`config.mk`:
```
export PLATFORM = sky130hd
export DESIGN_NAME = uart_rx_oversampled
export DESIGN_NICKNAME = d
export VERILOG_FILES = /design/src/rtl/uart_pkg.sv /design/src/rtl/uart_sync_fifo.sv /design/src/rtl/uart_rx_oversampled.sv
export SDC_FILE = /design/constraint.sdc
export NUM_CORES = 1
export LEC_CHECK = 0
export BUFFER_PORTS_ARGS = -buffer_cell sky130_fd_sc_hd__buf_2
export CORE_ASPECT_RATIO = 0.6
export CORE_UTILIZATION = 30
export CTS_BUF_LIST = sky130_fd_sc_hd__clkbuf_8
export DETAILED_ROUTE_END_ITERATION = 10
export PLACE_DENSITY = 0.43
export SLEW_MARGIN = 20
export SYNTH_ARGS = -nofsm -noshare
export SYNTH_HDL_FRONTEND = slang
export SYNTH_HIERARCHICAL = 1
export SYNTH_SLANG_ARGS = --single-unit
```
`constraint.sdc`:
```
create_clock -name sys_clk -period 5.69 [get_ports sys_clk]
set_input_delay 0.8535 -clock sys_clk [delete_from_list [all_inputs] [get_ports sys_clk]]
set_output_delay 0.8535 -clock sys_clk [all_outputs]
set_load 0.01 [all_outputs]
```
`src/rtl/uart_pkg.sv`:
```
// Shared types and helpers for the oversampled UART receiver and its FIFO.
package uart_pkg;

  localparam int unsigned ENTRY_W = 10;

  typedef enum logic [2:0] {
    IDLE,
    START,
    DATA,
    PARITY,
    STOP,
    WAIT_HIGH
  } rx_state_e;

  function automatic logic [3:0] word_len(input logic [1:0] wls);
    return 4'd5 + {2'b00, wls};
  endfunction

  // Unused data MSBs are zero, so reducing the full byte is safe for short words.
  function automatic logic parity_expected(input logic [7:0] data, input logic eps,
                                           input logic sticky);
    return sticky ? ~eps : ((^data) ^ ~eps);
  endfunction

endpackage

```
`src/rtl/uart_sync_fifo.sv`:
```
// First-word fall-through receive FIFO with sticky overrun flag.
module uart_sync_fifo
  import uart_pkg::*;
#(
  parameter int DEPTH      = 16,
  parameter int ADDR_WIDTH = $clog2(DEPTH)
) (
  input  logic                  clk,
  input  logic                  reset,
  input  logic                  wr_en,
  input  logic [ENTRY_W-1:0]    wr_data,
  input  logic                  rd_en,
  output logic [ENTRY_W-1:0]    rd_data,
  output logic                  empty,
  output logic                  full,
  output logic [ADDR_WIDTH:0]   count,
  output logic                  overrun
);

  logic [ENTRY_W-1:0]    mem [DEPTH];
  logic [ADDR_WIDTH-1:0] wr_ptr, rd_ptr;
  logic                  wr_acc, rd_acc, ovr_set;

  assign empty   = (count == '0);
  assign full    = (count == (ADDR_WIDTH+1)'(DEPTH));
  assign rd_acc  = rd_en && !empty;
  // A full FIFO still accepts a write when the head is popped in the same cycle.
  assign wr_acc  = wr_en && (!full || rd_en);
  assign ovr_set = wr_en && !wr_acc;
  assign rd_data = empty ? '0 : mem[rd_ptr];

  always_ff @(posedge clk) begin
    if (wr_acc) mem[wr_ptr] <= wr_data;
  end

  always_ff @(posedge clk) begin
    if (reset) begin
      wr_ptr  <= '0;
      rd_ptr  <= '0;
      count   <= '0;
      overrun <= 1'b0;
    end else begin
      if (wr_acc) wr_ptr <= wr_ptr + 1'b1;
      if (rd_acc) rd_ptr <= rd_ptr + 1'b1;
      case ({wr_acc, rd_acc})
        2'b10:   count <= count + 1'b1;
        2'b01:   count <= count - 1'b1;
        default: count <= count;
      endcase
      if (ovr_set)     overrun <= 1'b1;
      else if (rd_acc) overrun <= 1'b0;
    end
  end

endmodule

```
`src/rtl/uart_rx_oversampled.sv`:
```
// Oversampled UART receiver: majority-voted bit sampling, parity/frame/break
// detection, and a FWFT receive FIFO.
module uart_rx_oversampled
  import uart_pkg::*;
#(
  parameter int CLK_DIV    = 6,
  parameter int OVERSAMPLE = 16,
  parameter int DEPTH      = 16,
  parameter int ADDR_WIDTH = $clog2(DEPTH)
) (
  input  logic                sys_clk,
  input  logic                reset,
  input  logic                rxd_i,
  input  logic                parity_en,
  input  logic                eps,
  input  logic                sticky_parity,
  input  logic                stop_bit,
  input  logic [1:0]          wls,
  input  logic                rd_en,
  output logic [7:0]          rx_data_o,
  output logic                parity_error,
  output logic                frame_error,
  output logic                rx_empty,
  output logic                rx_full,
  output logic [ADDR_WIDTH:0] rx_count,
  output logic                rx_done,
  output logic                break_det,
  output logic                overrun
);

  localparam int TW = (CLK_DIV > 1) ? $clog2(CLK_DIV) : 1;
  localparam int BW = $clog2(OVERSAMPLE);
  localparam logic [BW-1:0] POS_S0   = BW'(OVERSAMPLE/2 - 1);
  localparam logic [BW-1:0] POS_S1   = BW'(OVERSAMPLE/2);
  localparam logic [BW-1:0] POS_S2   = BW'(OVERSAMPLE/2 + 1);
  localparam logic [BW-1:0] POS_LAST = BW'(OVERSAMPLE - 1);

  rx_state_e            state, state_nx;
  logic                 sync1, rxd_s;
  logic [TW-1:0]        tick_cnt;
  logic                 tick;
  logic [BW-1:0]        bit_tick, pos;
  logic                 s0, s1, maj, decide;
  logic [7:0]           data_q;
  logic [2:0]           bit_cnt;
  logic                 stop_cnt;
  logic [1:0]           wls_q;
  logic                 par_en_q, eps_q, sticky_q, stop_bit_q;
  logic                 pe_q, fe_q, zero_q;
  logic                 start_go, frame_end, is_break, fe_final, wr_en;
  logic [3:0]           last_bit;
  logic [ENTRY_W-1:0]   head;

  assign tick     = (tick_cnt == TW'(CLK_DIV - 1));
  assign pos      = (bit_tick == POS_LAST) ? '0 : bit_tick + 1'b1;
  assign maj      = (s0 & s1) | (s0 & rxd_s) | (s1 & rxd_s);
  assign decide   = tick && (pos == POS_S2);
  assign last_bit = word_len(wls_q) - 4'd1;
  assign fe_final = fe_q | ~maj;

  always_ff @(posedge sys_clk) begin
    if (reset) begin
      sync1    <= 1'b1;
      rxd_s    <= 1'b1;
      tick_cnt <= '0;
      state    <= IDLE;
    end else begin
      sync1    <= rxd_i;
      rxd_s    <= sync1;
      tick_cnt <= tick ? '0 : tick_cnt + 1'b1;
      state    <= state_nx;
    end
  end

  always_comb begin
    state_nx  = state;
    start_go  = 1'b0;
    frame_end = 1'b0;
    is_break  = 1'b0;
    wr_en     = 1'b0;
    case (state)
      IDLE:      if (tick && !rxd_s) begin
                   state_nx = START;
                   start_go = 1'b1;
                 end
      START:     if (decide) state_nx = maj ? IDLE : DATA;
      DATA:      if (decide && ({1'b0, bit_cnt} == last_bit))
                   state_nx = par_en_q ? PARITY : STOP;
      PARITY:    if (decide) state_nx = STOP;
      STOP:      if (decide && (stop_cnt == stop_bit_q)) begin
                   frame_end = 1'b1;
                   is_break  = zero_q & ~maj;
                   wr_en     = ~is_break;
                   state_nx  = (is_break || fe_final) ? WAIT_HIGH : IDLE;
                 end
      WAIT_HIGH: if (tick && rxd_s) state_nx = IDLE;
      default:   state_nx = IDLE;
    endcase
  end

  // Bit-tick phase runs continuously across bit boundaries; only start detection re-aligns it.
  always_ff @(posedge sys_clk) begin
    if (reset) begin
      bit_tick   <= '0;
      s0         <= 1'b0;
      s1         <= 1'b0;
      data_q     <= '0;
      bit_cnt    <= '0;
      stop_cnt   <= 1'b0;
      wls_q      <= '0;
      par_en_q   <= 1'b0;
      eps_q      <= 1'b0;
      sticky_q   <= 1'b0;
      stop_bit_q <= 1'b0;
      pe_q       <= 1'b0;
      fe_q       <= 1'b0;
      zero_q     <= 1'b0;
      rx_done    <= 1'b0;
      break_det  <= 1'b0;
    end else begin
      rx_done   <= frame_end;
      break_det <= is_break;
      if (tick) begin
        bit_tick <= start_go ? '0 : pos;
        if (pos == POS_S0) s0 <= rxd_s;
        if (pos == POS_S1) s1 <= rxd_s;
      end
      if (start_go) begin
        wls_q      <= wls;
        par_en_q   <= parity_en;
        eps_q      <= eps;
        sticky_q   <= sticky_parity;
        stop_bit_q <= stop_bit;
        data_q     <= '0;
        bit_cnt    <= '0;
        stop_cnt   <= 1'b0;
        pe_q       <= 1'b0;
        fe_q       <= 1'b0;
        zero_q     <= 1'b1;
      end
      if (decide) begin
        case (state)
          DATA: begin
            data_q[bit_cnt] <= maj;
            bit_cnt         <= bit_cnt + 1'b1;
            zero_q          <= zero_q & ~maj;
          end
          PARITY: begin
            pe_q   <= (maj != parity_expected(data_q, eps_q, sticky_q));
            zero_q <= zero_q & ~maj;
          end
          STOP: begin
            fe_q     <= fe_final;
            stop_cnt <= 1'b1;
            zero_q   <= zero_q & ~maj;
          end
          default: ;
        endcase
      end
    end
  end

  uart_sync_fifo #(
    .DEPTH(DEPTH),
    .ADDR_WIDTH(ADDR_WIDTH)
  ) u_fifo (
    .clk     (sys_clk),
    .reset   (reset),
    .wr_en   (wr_en),
    .wr_data ({pe_q, fe_final, data_q}),
    .rd_en   (rd_en),
    .rd_data (head),
    .empty   (rx_empty),
    .full    (rx_full),
    .count   (rx_count),
    .overrun (overrun)
  );

  assign rx_data_o    = head[7:0];
  assign frame_error  = head[8];
  assign parity_error = head[9];

endmodule

```
==> run summary <==
==================================================================================================
Post-cts gate resize count                                                                       0
End point of the critical path                                                        u_fifo/count[4]
Inserted Clock Buffers                                                                          36
GRT overflow                                                                                     0
Hold WC Path Type                                                                          reg2reg
Reported leakage power                                                                    3.545 nW
Placed cell count                                                                             1041
Average routed wire per standard cell                                                     20.00 um
Worst-path maximum fanout                                                                       14
CTS Buffer Depth                                                                                 3
Total power                                                                               3.862 mW
Detailed Route WL                                                                         22160 um
Worst clock skew                                                                          23.17 ps
Top-level I/O count                                                                             30
Clock latency reported for the late side of the worst-skew pair                             540 ps
Worst reg-to-reg setup slack                                                               1770 ps
Post-Route Hold Slack                                                                     410.2 ps
Total power density per cell area                                                     369.6 mW/mm^2
DRT Pass-1 Iters                                                                                 4
DP Worst Slack                                                                             1836 ps
Outcome                                                                               complete, no violations
Async set-reset flop share out of synthesis                                                     0%
Std-Cell Core Area                                                                    0.03016 sq mm
Summed area of non-filler cells in the final layout                                   0.01045 sq mm
Hold Crit Start                                                                              sync1
Number of endpoints failing setup at the final stage                                             0
Highest ir drop seen on vdd                                                            0.0001459 V
Reg2Reg Launch Point                                                                   bit_tick[1]
Remaining antenna violation count                                                                0
Maximum frequency from static timing analysis                                           0.2549 GHz
Placed Instance Area                                                                  0.009773 sq mm
Number of distinct standard cells referenced by the synthesized netlist                         63
Post-detailed-placement half-perimeter wirelength                                         13700 um
Unrepaired setup endpoints after global routing                                              false
GRT Overall Usage                                                                           14.27%
Gate Count Post-Synth                                                                          634
Wire length of the first global-routing pass                                              33800 um
Count of flip-flops with a built-in enable after synthesis                                     160
Worst Path Required                                                                        6160 ps
Sequential fraction of the synthesis area                                                   63.71%
Clock transition time at the flip-flop clock pins of the worst setup and hold paths          60 ps
Width of the die                                                                          228.9 um
Number of global-route vias before repair                                                     5573
Number of port buffers                                                                          29
Nature of the critical path startpoint                                                    register
Area enclosed by the die boundary                                                     0.03163 sq mm
1st-iter DRT viols                                                                             385
TritonCTS clock tree                                                                           yes
Dominant synthesized flop cell                                                        sky130_fd_sc_hd__edfxtp_1
Biggest area consumer among synthesized cells                                         sky130_fd_sc_hd__edfxtp_1
CP startpoint                                                                          bit_tick[1]
Number of vias per cell after detailed routing                                               4.967
Top-area cell type share of the netlist area                                                51.83%
Starting utilization of the core area                                                       30.73%
Floorplan die height                                                                      138.2 um
Share of post-route cells with drive strength above 1                                       20.60%
Number of standard cells in the layout, taps in and fillers out                               1108
Kind of end point of the critical path                                                    register
Via count of the routed design                                                                5503
Average cell area after synthesis                                                      14.62 sq um
Placer congestion estimate                                                                  0.7980
Sinks on Clock Net                                                                             215
Data arrival at the endpoint of the critical path                                          4400 ps
Final Worst Setup Slack                                                                    1766 ps
Number of buffers inserted by hold repair at cts                                                 0
Pin count of the biggest net entering global routing                                            54
Number of buffers added for setup after CTS                                                      0
Final critical delay including setup and external delays                                   3924 ps
Critical-path cell list                                                               ha_1, nand4_1, o22a_1, a2111oi_1, buf_4, o31ai_4, ha_1, xor2_1, ha_1, a21oi_1, a221oi_1, or4b_1, nand3_1
Transition at the pin with the smallest max-transition slack                               1102 ps
Post-synth design cell area                                                           0.009270 sq mm
Synth Warn #                                                                                     6
Root cell of the clock tree                                                           sky130_fd_sc_hd__clkbuf_8
Number of cell instances on the worst register-to-register path                                 13
Synth top area cells                                                                  sky130_fd_sc_hd__edfxtp_1 52%, sky130_fd_sc_hd__dfxtp_1 12%, sky130_fd_sc_hd__mux4_2 9.7%, sky130_fd_sc_hd__ha_1 2.2%, sky130_fd_sc_hd__mux2i_1 2.2%
Layout-stage area growth over the synthesis result                                          12.71%
Cell with the biggest individual delay on the critical path                           sky130_fd_sc_hd__dfxtp_1
Placement Rows                                                                                  49
TNS Setup                                                                                     0 ps
Level count of the clock H-tree                                                                  2
Max-cap violation count                                                                          0
Reg2reg end                                                                           u_fifo/count[4]
Antenna violations before repair                                                                 0
Detailed-route DRC error count                                                                   0
Synthesized Nets                                                                               660
Post-synthesis sequential element count                                                        215
CP Class                                                                                   reg2reg
Util after Layout                                                                           34.64%
Relative slew slack                                                                         26.24%
Crit-path most repeated cell                                                          sky130_fd_sc_hd__ha_1
Crit-path max cell delay                                                                    470 ps
Final hold violations                                                                            0
Final slew viol count                                                                            0
Nets                                                                                           697
Portion of the clock cycle consumed by the worst path in the final layout                   68.96%
==================================================================================================
-- cells in the mapped netlist (all sizes together) (14+ instances only) --
cell,number
mux4,40
nor2b,14
nand2,40
mux2i,20
a211oi,21
nor3,14
inv,15
nor2,39
a21oi,26
clkbuf,19
xnor2,15
edfxtp,160
ha,16
buf,21
dfxtp,55
-- power by group --
group / internal, mW / leakage, nW / switching, mW / total, mW
logic: 0.329 / 1.13 / 0.413 / 0.742
clock network: 0.669 / 0.385 / 0.636 / 1.30
registers: 1.70 / 2.03 / 0.116 / 1.82
total: 2.70 / 3.54 / 1.17 / 3.86
-- state kept, by name (all words and copies together), names as in the netlist, 2 cells and up, named ones only --
name           cells
u_fifo/wr_ptr      4
data_q             8
wls_q              2
u_fifo/rd_ptr      4
tick_cnt           3
bit_tick           4
u_fifo/count       5
bit_cnt            3
state              3
u_fifo/mem       160
-- placed cells by master, fill, tap and decap left out, types with 7 or more instances in the layout --
master,synthesis,final
sky130_fd_sc_hd__nand2_1,40,40
sky130_fd_sc_hd__nand3_1,11,11
sky130_fd_sc_hd__buf_4,7,10
sky130_fd_sc_hd__a21oi_1,26,26
sky130_fd_sc_hd__mux2i_1,20,20
sky130_fd_sc_hd__mux4_2,40,40
sky130_fd_sc_hd__nor2_1,38,37
sky130_fd_sc_hd__nand4_1,11,11
sky130_fd_sc_hd__clkbuf_8,1,38
sky130_fd_sc_hd__dfxtp_1,55,53
sky130_fd_sc_hd__nor3_1,13,13
sky130_fd_sc_hd__ha_1,16,16
sky130_fd_sc_hd__xnor2_1,15,15
sky130_fd_sc_hd__o21ai_0,9,9
sky130_fd_sc_hd__edfxtp_1,160,160
sky130_fd_sc_hd__and2_1,9,9
sky130_fd_sc_hd__a211oi_1,21,21
sky130_fd_sc_hd__inv_1,14,26
sky130_fd_sc_hd__buf_2,8,29
sky130_fd_sc_hd__xor2_1,7,7
sky130_fd_sc_hd__nor2b_1,14,14
-- cell families after synthesis --
logic type	after synthesis	synth area share [%]
DFF	215	63.71
and+or+nand+nor	179	10.49
AOI/OAI and AO/OA	81	5.844
muxes	65	12.48
buffers and inverters	55	3.131
xor gates and xnor gates	22	2.079
adders and majority gates	17	2.267
-- routing by layer --
layer	part of all wire [%]	global-route usage, %	vias to the layer above
met5	0	0	-
met2	43	20.29	126
met1	51	21.46	2835
li1	-	-	2511
met4	1.6	4.140	0
met3	5.0	3.362	31
-- worst min-delay path by stage --
stage | slack, ps | end | cells past startpoint
final | 410 | rxd_s | 1
after floorplan | 390 | rxd_s | 1
after global placement | 390 | rxd_s | 1
after CTS | 410 | rxd_s | 1
after global routing | 440 | rxd_s | 1
after detailed placement | 400 | rxd_s | 1
-- layout make-up --
class                           instances  area, sq um
Sequential cell                       215         5908
Clock buffer                           38        523.0
Multi-Input combinational cell        364         3078
Antenna cell                            1        2.502
Fill cell                            2935        19720
Clock inverter                         28        150.1
Timing Repair Buffer                   39        220.2
Tap cell                              408        510.5
Inverter                               15        56.30
-- critical path: cells and delay by family, from the launching register on --
kind | cells | cell delay, ps
AND/OR/NAND/NOR | 3 | 720
flip-flops | 1 | 470
XOR/XNOR | 1 | 170
adder cells (fa/ha/maj) | 3 | 910
AO/OA/AOI/OAI | 5 | 1370
buffers and inverters | 1 | 220
No activity file was read; power rests on OpenSTA's default activity.
